### src/rtl/hasti_apb_bridge_if.sv
// Signal bundle between one Hasti (AHB-Lite) slave port and an APB4 peripheral segment.
// The bridge takes the slave modport; the surrounding environment takes the master modport.
interface hasti_apb_bridge_if #(
  parameter int ADDR_W = 16
);
  logic [31:0]       haddr;
  logic              hwrite;
  logic [2:0]        hsize;
  logic [1:0]        htrans;
  logic [31:0]       hwdata;
  logic              hsel;
  logic              hreadyin;
  logic [31:0]       hrdata;
  logic              hreadyout;
  logic              hresp;

  logic [ADDR_W-1:0] paddr;
  logic              pwrite;
  logic              psel;
  logic              penable;
  logic [31:0]       pwdata;
  logic [3:0]        pstrb;
  logic [31:0]       prdata;
  logic              pready;
  logic              pslverr;

  modport slave (
    input  haddr, hwrite, hsize, htrans, hwdata, hsel, hreadyin,
    output hrdata, hreadyout, hresp,
    output paddr, pwrite, psel, penable, pwdata, pstrb,
    input  prdata, pready, pslverr
  );

  modport master (
    output haddr, hwrite, hsize, htrans, hwdata, hsel, hreadyin,
    input  hrdata, hreadyout, hresp,
    input  paddr, pwrite, psel, penable, pwdata, pstrb,
    output prdata, pready, pslverr
  );
endinterface

### src/rtl/hasti_apb_bridge.sv
// AHB-Lite (Hasti) slave to APB4 master bridge: one APB SETUP/ACCESS per AHB transfer,
// with AHB wait states held until the APB side completes, errors or times out.
//
// state    | meaning
// ---------+-----------------------------------------------------------
// S_IDLE   | no transfer pending, ready for a new address phase
// S_WDATA  | write accepted, latching hwdata from the AHB data phase
// S_SETUP  | APB setup cycle (psel=1, penable=0)
// S_ACCESS | APB access cycle, waiting for pready or timeout
// S_ERR1   | first cycle of the two-cycle AHB ERROR response
// S_ERR2   | second cycle of the ERROR response; new address ignored
module hasti_apb_bridge #(
  parameter int ADDR_W  = 16,
  parameter int TIMEOUT = 256
) (
  input logic               clk,
  input logic               reset,
  hasti_apb_bridge_if.slave bus
);

  localparam int CNT_W = (TIMEOUT > 0) ? $clog2(TIMEOUT + 1) : 1;

  typedef enum logic [2:0] {
    S_IDLE   = 3'd0,
    S_WDATA  = 3'd1,
    S_SETUP  = 3'd2,
    S_ACCESS = 3'd3,
    S_ERR1   = 3'd4,
    S_ERR2   = 3'd5
  } state_e;

  state_e            state_q, state_d;
  state_e            accept_ns;

  logic [ADDR_W-1:0] paddr_q, paddr_d;
  logic              pwrite_q, pwrite_d;
  logic [31:0]       pwdata_q, pwdata_d;
  logic [3:0]        pstrb_q, pstrb_d;
  logic [CNT_W-1:0]  cnt_q, cnt_d;
  logic [CNT_W-1:0]  cnt_inc;

  logic              hreadyout;
  logic              hresp;
  logic              psel;
  logic              penable;

  logic              accept;
  logic              take;
  logic              req_err;
  logic [3:0]        req_strb;
  logic              timeout_hit;

  logic              unused_htrans;
  assign unused_htrans = bus.htrans[0];

  if (ADDR_W < 32) begin : g_unused_addr
    logic unused_haddr;
    assign unused_haddr = ^bus.haddr[31:ADDR_W];
  end

  // ERR2 drives hreadyout high but the address offered there is dropped
  assign accept = bus.hsel & bus.hreadyin & bus.htrans[1] & hreadyout;
  assign take   = accept & (state_q != S_ERR2);

  always_comb begin
    req_err = 1'b0;
    case (bus.hsize)
      3'd0:    req_err = 1'b0;
      3'd1:    req_err = bus.haddr[0];
      3'd2:    req_err = |bus.haddr[1:0];
      default: req_err = 1'b1;
    endcase
  end

  always_comb begin
    req_strb = 4'b1111;
    case (bus.hsize)
      3'd0:    req_strb = 4'b0001 << bus.haddr[1:0];
      3'd1:    req_strb = bus.haddr[1] ? 4'b1100 : 4'b0011;
      default: req_strb = 4'b1111;
    endcase
  end

  always_comb begin
    if (req_err) begin
      accept_ns = S_ERR1;
    end else if (bus.hwrite) begin
      accept_ns = S_WDATA;
    end else begin
      accept_ns = S_SETUP;
    end
  end

  assign cnt_inc     = cnt_q + 1'b1;
  assign timeout_hit = (TIMEOUT != 0) && (cnt_inc == CNT_W'(TIMEOUT));

  // State register
  always_ff @(posedge clk) begin
    if (reset) begin
      state_q <= S_IDLE;
    end else begin
      state_q <= state_d;
    end
  end

  // Next-state logic
  always_comb begin
    state_d = state_q;
    case (state_q)
      S_IDLE: begin
        if (take) begin
          state_d = accept_ns;
        end
      end
      S_WDATA:  state_d = S_SETUP;
      S_SETUP:  state_d = S_ACCESS;
      S_ACCESS: begin
        if (bus.pready) begin
          if (bus.pslverr) begin
            state_d = S_ERR1;
          end else if (take) begin
            state_d = accept_ns;
          end else begin
            state_d = S_IDLE;
          end
        end else if (timeout_hit) begin
          state_d = S_ERR1;
        end
      end
      S_ERR1:   state_d = S_ERR2;
      S_ERR2:   state_d = S_IDLE;
      default:  state_d = S_IDLE;
    endcase
  end

  // Output logic
  always_comb begin
    hreadyout = 1'b0;
    hresp     = 1'b0;
    psel      = 1'b0;
    penable   = 1'b0;
    case (state_q)
      S_IDLE:   hreadyout = 1'b1;
      S_WDATA:  hreadyout = 1'b0;
      S_SETUP:  psel = 1'b1;
      S_ACCESS: begin
        psel      = 1'b1;
        penable   = 1'b1;
        hreadyout = bus.pready & ~bus.pslverr;
      end
      S_ERR1:   hresp = 1'b1;
      S_ERR2: begin
        hreadyout = 1'b1;
        hresp     = 1'b1;
      end
      default:  hreadyout = 1'b1;
    endcase
  end

  // Capture only legal requests so an error leaves the previous APB request visible
  always_comb begin
    paddr_d  = paddr_q;
    pwrite_d = pwrite_q;
    pstrb_d  = pstrb_q;
    pwdata_d = pwdata_q;
    if (take && !req_err) begin
      paddr_d  = bus.haddr[ADDR_W-1:0];
      pwrite_d = bus.hwrite;
      pstrb_d  = bus.hwrite ? req_strb : 4'b0000;
    end
    if (state_q == S_WDATA) begin
      pwdata_d = bus.hwdata;
    end
  end

  always_comb begin
    cnt_d = cnt_q;
    if (state_d == S_SETUP) begin
      cnt_d = '0;
    end else if ((state_q == S_ACCESS) && !bus.pready && (TIMEOUT != 0)) begin
      cnt_d = cnt_inc;
    end
  end

  always_ff @(posedge clk) begin
    if (reset) begin
      paddr_q  <= '0;
      pwrite_q <= 1'b0;
      pwdata_q <= '0;
      pstrb_q  <= 4'b0000;
      cnt_q    <= '0;
    end else begin
      paddr_q  <= paddr_d;
      pwrite_q <= pwrite_d;
      pwdata_q <= pwdata_d;
      pstrb_q  <= pstrb_d;
      cnt_q    <= cnt_d;
    end
  end

  assign bus.hrdata    = bus.prdata;
  assign bus.hreadyout = hreadyout;
  assign bus.hresp     = hresp;
  assign bus.paddr     = paddr_q;
  assign bus.pwrite    = pwrite_q;
  assign bus.pwdata    = pwdata_q;
  assign bus.pstrb     = pstrb_q;
  assign bus.psel      = psel;
  assign bus.penable   = penable;

  a_req_stable: assert property (@(posedge clk) disable iff (reset)
    ((state_q == S_SETUP || state_q == S_ACCESS) && state_d == S_ACCESS)
      |=> $stable({paddr_q, pwrite_q, pstrb_q, pwdata_q}));

  a_enable_needs_sel: assert property (@(posedge clk) disable iff (reset)
    penable |-> psel);

endmodule

### src/flat_wrapper.sv
// flat-port wrapper written by rule: the top's interface ports become plain ports
module hasti_apb_bridge_flat 
#(
  parameter int ADDR_W  = 16,
  parameter int TIMEOUT = 256
)
  (clk, reset, bus_haddr, bus_hwrite, bus_hsize, bus_htrans, bus_hwdata, bus_hsel, bus_hreadyin, bus_hrdata, bus_hreadyout, bus_hresp, bus_paddr, bus_pwrite, bus_psel, bus_penable, bus_pwdata, bus_pstrb, bus_prdata, bus_pready, bus_pslverr);
  hasti_apb_bridge_if #(.ADDR_W(ADDR_W)) bus_i ();
  input logic clk;
  input logic reset;
  input wire logic [$bits(bus_i.haddr)-1:0] bus_haddr;
  input wire logic [$bits(bus_i.hwrite)-1:0] bus_hwrite;
  input wire logic [$bits(bus_i.hsize)-1:0] bus_hsize;
  input wire logic [$bits(bus_i.htrans)-1:0] bus_htrans;
  input wire logic [$bits(bus_i.hwdata)-1:0] bus_hwdata;
  input wire logic [$bits(bus_i.hsel)-1:0] bus_hsel;
  input wire logic [$bits(bus_i.hreadyin)-1:0] bus_hreadyin;
  output wire logic [$bits(bus_i.hrdata)-1:0] bus_hrdata;
  output wire logic [$bits(bus_i.hreadyout)-1:0] bus_hreadyout;
  output wire logic [$bits(bus_i.hresp)-1:0] bus_hresp;
  output wire logic [$bits(bus_i.paddr)-1:0] bus_paddr;
  output wire logic [$bits(bus_i.pwrite)-1:0] bus_pwrite;
  output wire logic [$bits(bus_i.psel)-1:0] bus_psel;
  output wire logic [$bits(bus_i.penable)-1:0] bus_penable;
  output wire logic [$bits(bus_i.pwdata)-1:0] bus_pwdata;
  output wire logic [$bits(bus_i.pstrb)-1:0] bus_pstrb;
  input wire logic [$bits(bus_i.prdata)-1:0] bus_prdata;
  input wire logic [$bits(bus_i.pready)-1:0] bus_pready;
  input wire logic [$bits(bus_i.pslverr)-1:0] bus_pslverr;
  assign bus_i.haddr = bus_haddr;
  assign bus_i.hwrite = bus_hwrite;
  assign bus_i.hsize = bus_hsize;
  assign bus_i.htrans = bus_htrans;
  assign bus_i.hwdata = bus_hwdata;
  assign bus_i.hsel = bus_hsel;
  assign bus_i.hreadyin = bus_hreadyin;
  assign bus_hrdata = bus_i.hrdata;
  assign bus_hreadyout = bus_i.hreadyout;
  assign bus_hresp = bus_i.hresp;
  assign bus_paddr = bus_i.paddr;
  assign bus_pwrite = bus_i.pwrite;
  assign bus_psel = bus_i.psel;
  assign bus_penable = bus_i.penable;
  assign bus_pwdata = bus_i.pwdata;
  assign bus_pstrb = bus_i.pstrb;
  assign bus_i.prdata = bus_prdata;
  assign bus_i.pready = bus_pready;
  assign bus_i.pslverr = bus_pslverr;
  hasti_apb_bridge #(.ADDR_W(ADDR_W), .TIMEOUT(TIMEOUT)) u_core (.clk(clk), .reset(reset), .bus(bus_i));
endmodule
### config.mk
export PLATFORM = sky130hd
export DESIGN_NAME = hasti_apb_bridge_flat
export DESIGN_NICKNAME = d
export VERILOG_FILES = /design/src/rtl/hasti_apb_bridge_if.sv /design/src/rtl/hasti_apb_bridge.sv /design/src/flat_wrapper.sv
export SDC_FILE = /design/constraint.sdc
export NUM_CORES = 1
export LEC_CHECK = 0
export CORE_MARGIN = 1.5
export CORE_UTILIZATION = 39
export CTS_CLUSTER_DIAMETER = 100
export DETAILED_ROUTE_END_ITERATION = 12
export PLACE_DENSITY = 0.86
export SLEW_MARGIN = 5
export SYNTH_ARGS = -nofsm -noshare
export SYNTH_HDL_FRONTEND = slang
export SYNTH_SLANG_ARGS = --single-unit
### constraint.sdc
create_clock -name clk -period 5.48 [get_ports clk]
set_input_delay 1.644 -clock clk [delete_from_list [all_inputs] [get_ports clk]]
set_output_delay 1.644 -clock clk [all_outputs]
set_load 0.03 [all_outputs]
Yosys cells after proc, flatten, opt, wreduce, memory -nomap -nowiden:

Cells that the tools add are included.

* register bits after elaboration: 65
* logic and storage cells: 51
* output and inout port bits: 89
* input bits: 108

* shifts and indexed selects: 1
* reductions and logical operators: 11
* mux-type cells: 16
* add/sub/neg operators: 1
* eq/ne operators: 10
* bitwise gates (word level): 6

Operators with widths (count)
* $mux W3: 6
* $pmux W3 S5: 1
* $eq A3 B2 Y1 const B: 4
* $add A9 B1 Y9 const B: 1
* $eq A9 B9 Y1 const B: 1
* $mux W4: 2
* $pmux W4 S2: 1
* $reduce_or A2 Y1: 4
* $eq A3 B1 Y1 const B: 2
* $eq A3 B3 Y1 const B: 2
* $logic_not A3 Y1: 2
* $and A1 B1 Y1: 5
* $shl A1 B2 Y4 const A: 1
* $mux W1: 3
* $ne A3 B3 Y1 const B: 1
* $pmux W1 S3: 1
* $reduce_or A3 Y1: 1
* $logic_and A1 B1 Y1: 2
* $logic_not A1 Y1: 2
* $mux W2: 1
* $pmux W1 S2: 1
* $not A1 Y1: 1

Longest topological paths before layout:

* depth in word-level cells: 11
* depth in mapped cells: 8
* depth with buffers taken out: 7

Least setup slack after synthesis:

OpenSTA, ideal clock, no wires.

* kind: input to output
* from: input bus_pslverr
* to: output bus_hreadyout
* buffers on the path: 0
* data required time: 3.836 ns
* data arrival time: 2.202 ns
* setup slack: 1.634 ns
* cell stages on the path: 4
* path through: nand2b_1 -> nor2_1 -> nor2_1 -> nand2_1

* cells in the longest elaborated chain, start to end: 3

RTL lines
* start: declaration: line flat_wrapper.sv:29 `input wire logic [$bits(bus_i.pslverr)-1:0] bus_pslverr;`
* $not A1 Y1: line hasti_apb_bridge.sv:149 `hreadyout = bus.pready & ~bus.pslverr;`
* $and A1 B1 Y1: line hasti_apb_bridge.sv:149
* $pmux W1 S2: line hasti_apb_bridge.sv:142 `case (state_q)`
* end: declaration: line flat_wrapper.sv:19 `output wire logic [$bits(bus_i.hreadyout)-1:0] bus_hreadyout;`

Every way passes these cells.

Worst setup path after layout:

* from: input bus_pready
* to: output bus_hreadyout

* cells in the longest elaborated chain, start to end: 2

RTL lines
* start: declaration: line flat_wrapper.sv:28 `input wire logic [$bits(bus_i.pready)-1:0] bus_pready;`
* $and A1 B1 Y1: line hasti_apb_bridge.sv:149
* $pmux W1 S2: line hasti_apb_bridge.sv:142

Every way passes these cells.

==> metrics <==
status=finished, final reports clean; Slew Viols, Final=0; Post-synth EDFFs=0; first-pass GRT wire length=12600 microns; grt total ovfl=0; Crit Path Class=primary input to primary output; Final ANT Viol Nets=0; cts hold-fix bufs=0; die area=0.00823 sq mm; vias post-DR=2702; setup_tns=0 ns; CP Max Fanout=4; GRT Total Usage=0.188; CP Launch Type=primary input; worst path required time=3.84 ns; CTS resizes=0; synthesized area per cell=8.15 sq um; Die Wd=90.7 microns; P_leak=1.44 nW; Design Area, Final=0.00421 sq mm; Least-Margin Pin Slew=1.09 ns; Avg WL per Cell=13.9 microns; ratio of final minimum period to clock period=0.905; final core utilization=0.575; ant diodes=0; synthesized net count=478; Placed Instances=530; slew margin rel.=0.276; Num CTS Buffers=9; VDD IR max=0.196 mV; layout cells sized above 1=0.0626; PD cells=286 mW/mm^2; Tmin final=4.96 ns; Critical Path AT=3.32 ns; Setup Buffers After CTS=0; Initial DRC Count=204; DRC errors left=0; Clock Path Buffers=2; Port Buf Inserts=115; FF+latch count, synth=65; WL final=7600 microns; Area after DPL=0.00396 sq mm; Post-DP HPWL=5430 microns; CTS H-tree lvls=3; MaxCap Viol Count=0; RSZ-0062 raised after global routing=no; initial antenna violation count=0; Syn. warnings=0; vias per cell=4.95; type of the worst min-delay path=flop to flop; total core area=0.00733 sq mm; vias in the first global route=2649; clock root buffer=clkbuf_8; CTS tree=done; latest clock arrival within the worst-skew pair=0.34 ns; Initial Util=0.409; Synth Cell Area=0.00300 sq mm; largest net degree at the start of global routing=37; Final nets=552; nature of the critical path endpoint=primary output; drt pass-1 iters=4; Max Clock Skew=0.00450 ns; # IOs=197; gpl congestion=0.849; Area Overhead vs Synth=40.5%; Mapped Cells=368; final setup fails=0; Die H=90.7 microns; clock-pin slew on the worst setup and hold paths=0.07 ns; post-synth cell types=42; count of final hold-check violations=0; Non-Filler Instances=546; clock sink total=65; Max Fclk=0.202 GHz; Seq/Total Area, Yosys=0.434; async set-reset flop share out of synthesis=0; Most used DFF post-synth=dfxtp_1; row count=31
==> kinds of logic after synthesis <==
logic type,count (synthesis),synth area share
and+or+nand+nor,151,0.226
DFF,65,0.434
xor gates and xnor gates,10,0.0292
muxes,18,0.0600
buffers and inverters,60,0.121
AOI/OAI and AO/OA,62,0.122
adders and majority gates,2,0.00834
==> cell usage in the layout, fill, tap and decap left out, types with 2 or more instances in the layout <==
cell / n
nand2_1: 76
ha_1: 2
nor3_1: 14
bufinv_16: 4
dfxtp_1: 65
o21ai_0: 11
nor3_2: 2
and4b_1: 2
nor4_1: 2
nor2b_1: 3
xnor2_1: 3
nor2_1: 29
a32oi_1: 2
nand3_1: 7
clkdlybuf4s50_1: 114
inv_1: 5
nand4_1: 4
xor2_1: 7
buf_4: 3
clkinv_2: 2
or3_1: 2
nand2b_1: 2
clkbuf_8: 9
mux2i_1: 18
a21oi_1: 39
==> layout make-up <==
class                           count  area (sq um)
Multi-Input combinational cell    243          1340
Clock inverter                      6           130
Clock buffer                       10           128
Inverter                            5          18.8
Timing Repair Buffer              118          1170
Tap cell                           99           124
Fill cell                         615          3120
Sequential cell                    65          1300
==> registers in the layout, summed over array words and instances, names as in the netlist <==
register	flops
u_core.bus.paddr	16
u_core.cnt_q	9
u_core.bus.pstrb	4
u_core.bus.pwdata	32
u_core.state_q	3
u_core.bus.pwrite	1
==> final timing paths <==
| check | startpoint | end | slack [ns] | depth (start not counted) |
|---|---|---|---|---|
| hold reg to reg | u_core.bus.pwdata[14] | u_core.bus.pwdata[14] | 0.46 | 2 |
| setup reg to reg | u_core.cnt_q[0] | u_core.cnt_q[7] | 2.86 | 7 |
| hold / removal | u_core.bus.pwdata[14] | u_core.bus.pwdata[14] | 0.46 | 2 |
| setup / recovery | bus_pready | bus_hreadyout | 0.52 | 6 |
==> layer usage <==
| layer | vias to the layer above | global-route usage | wire length, microns |
|---|---|---|---|
| met5 | - | 0 | 0 |
| met4 | 0 | 0.0913 | 144 |
| met3 | 18 | 0.0673 | 603 |
| met2 | 85 | 0.301 | 3670 |
| met1 | 1248 | 0.222 | 3180 |
| li1 | 1351 | - | - |
==> stage by stage <==
stage | power [mW] | setup slack [ns] | hold WS [ns]
6_report | 1.20 | 0.519 | 0.455
5_1_grt | 1.25 | 0.453 | 0.473
4_1_cts | 1.21 | 0.518 | 0.456
3_5_place_dp | 0.685 | 0.530 | 0.447
3_3_place_gp | 0.681 | 0.554 | 0.441
2_1_floorplan | 0.640 | 1.63 | 0.531
==> power by group <==
part / switching, mW / internal [mW]
registers: 0.0111 / 0.487
clock network: 0.182 / 0.347
logic: 0.0936 / 0.0831
==> critical path: stages <==
cell             delay, ns
clkdlybuf4s50_1       0.55
nand2b_1              0.16
nor2_1                0.16
nor2_1                0.07
nand2_1               0.06
clkdlybuf4s50_1       0.68
==> Yosys cell counts, types with 2 or more instances <==
| cell | n | area share |
|---|---|---|
| or3_1 | 2 | 0.0042 |
| nor3_1 | 15 | 0.025 |
| dfxtp_1 | 65 | 0.43 |
| nand2b_1 | 2 | 0.0042 |
| a21oi_1 | 39 | 0.065 |
| nor2_1 | 30 | 0.038 |
| xor2_1 | 7 | 0.020 |
| nand3_1 | 7 | 0.012 |
| clkbuf_1 | 15 | 0.019 |
| buf_4 | 33 | 0.083 |
| nand4_1 | 4 | 0.0083 |
| nor2b_1 | 3 | 0.0063 |
| ha_1 | 2 | 0.0083 |
| nor4_1 | 2 | 0.0042 |
| nand2_1 | 76 | 0.095 |
| a32oi_1 | 2 | 0.0058 |
| buf_2 | 5 | 0.0083 |
| xnor2_1 | 3 | 0.0088 |
| and4b_1 | 2 | 0.0067 |
| mux2i_1 | 18 | 0.060 |
| inv_1 | 5 | 0.0063 |
| o21ai_0 | 11 | 0.018 |
No activity file was read; power rests on OpenSTA's default activity.
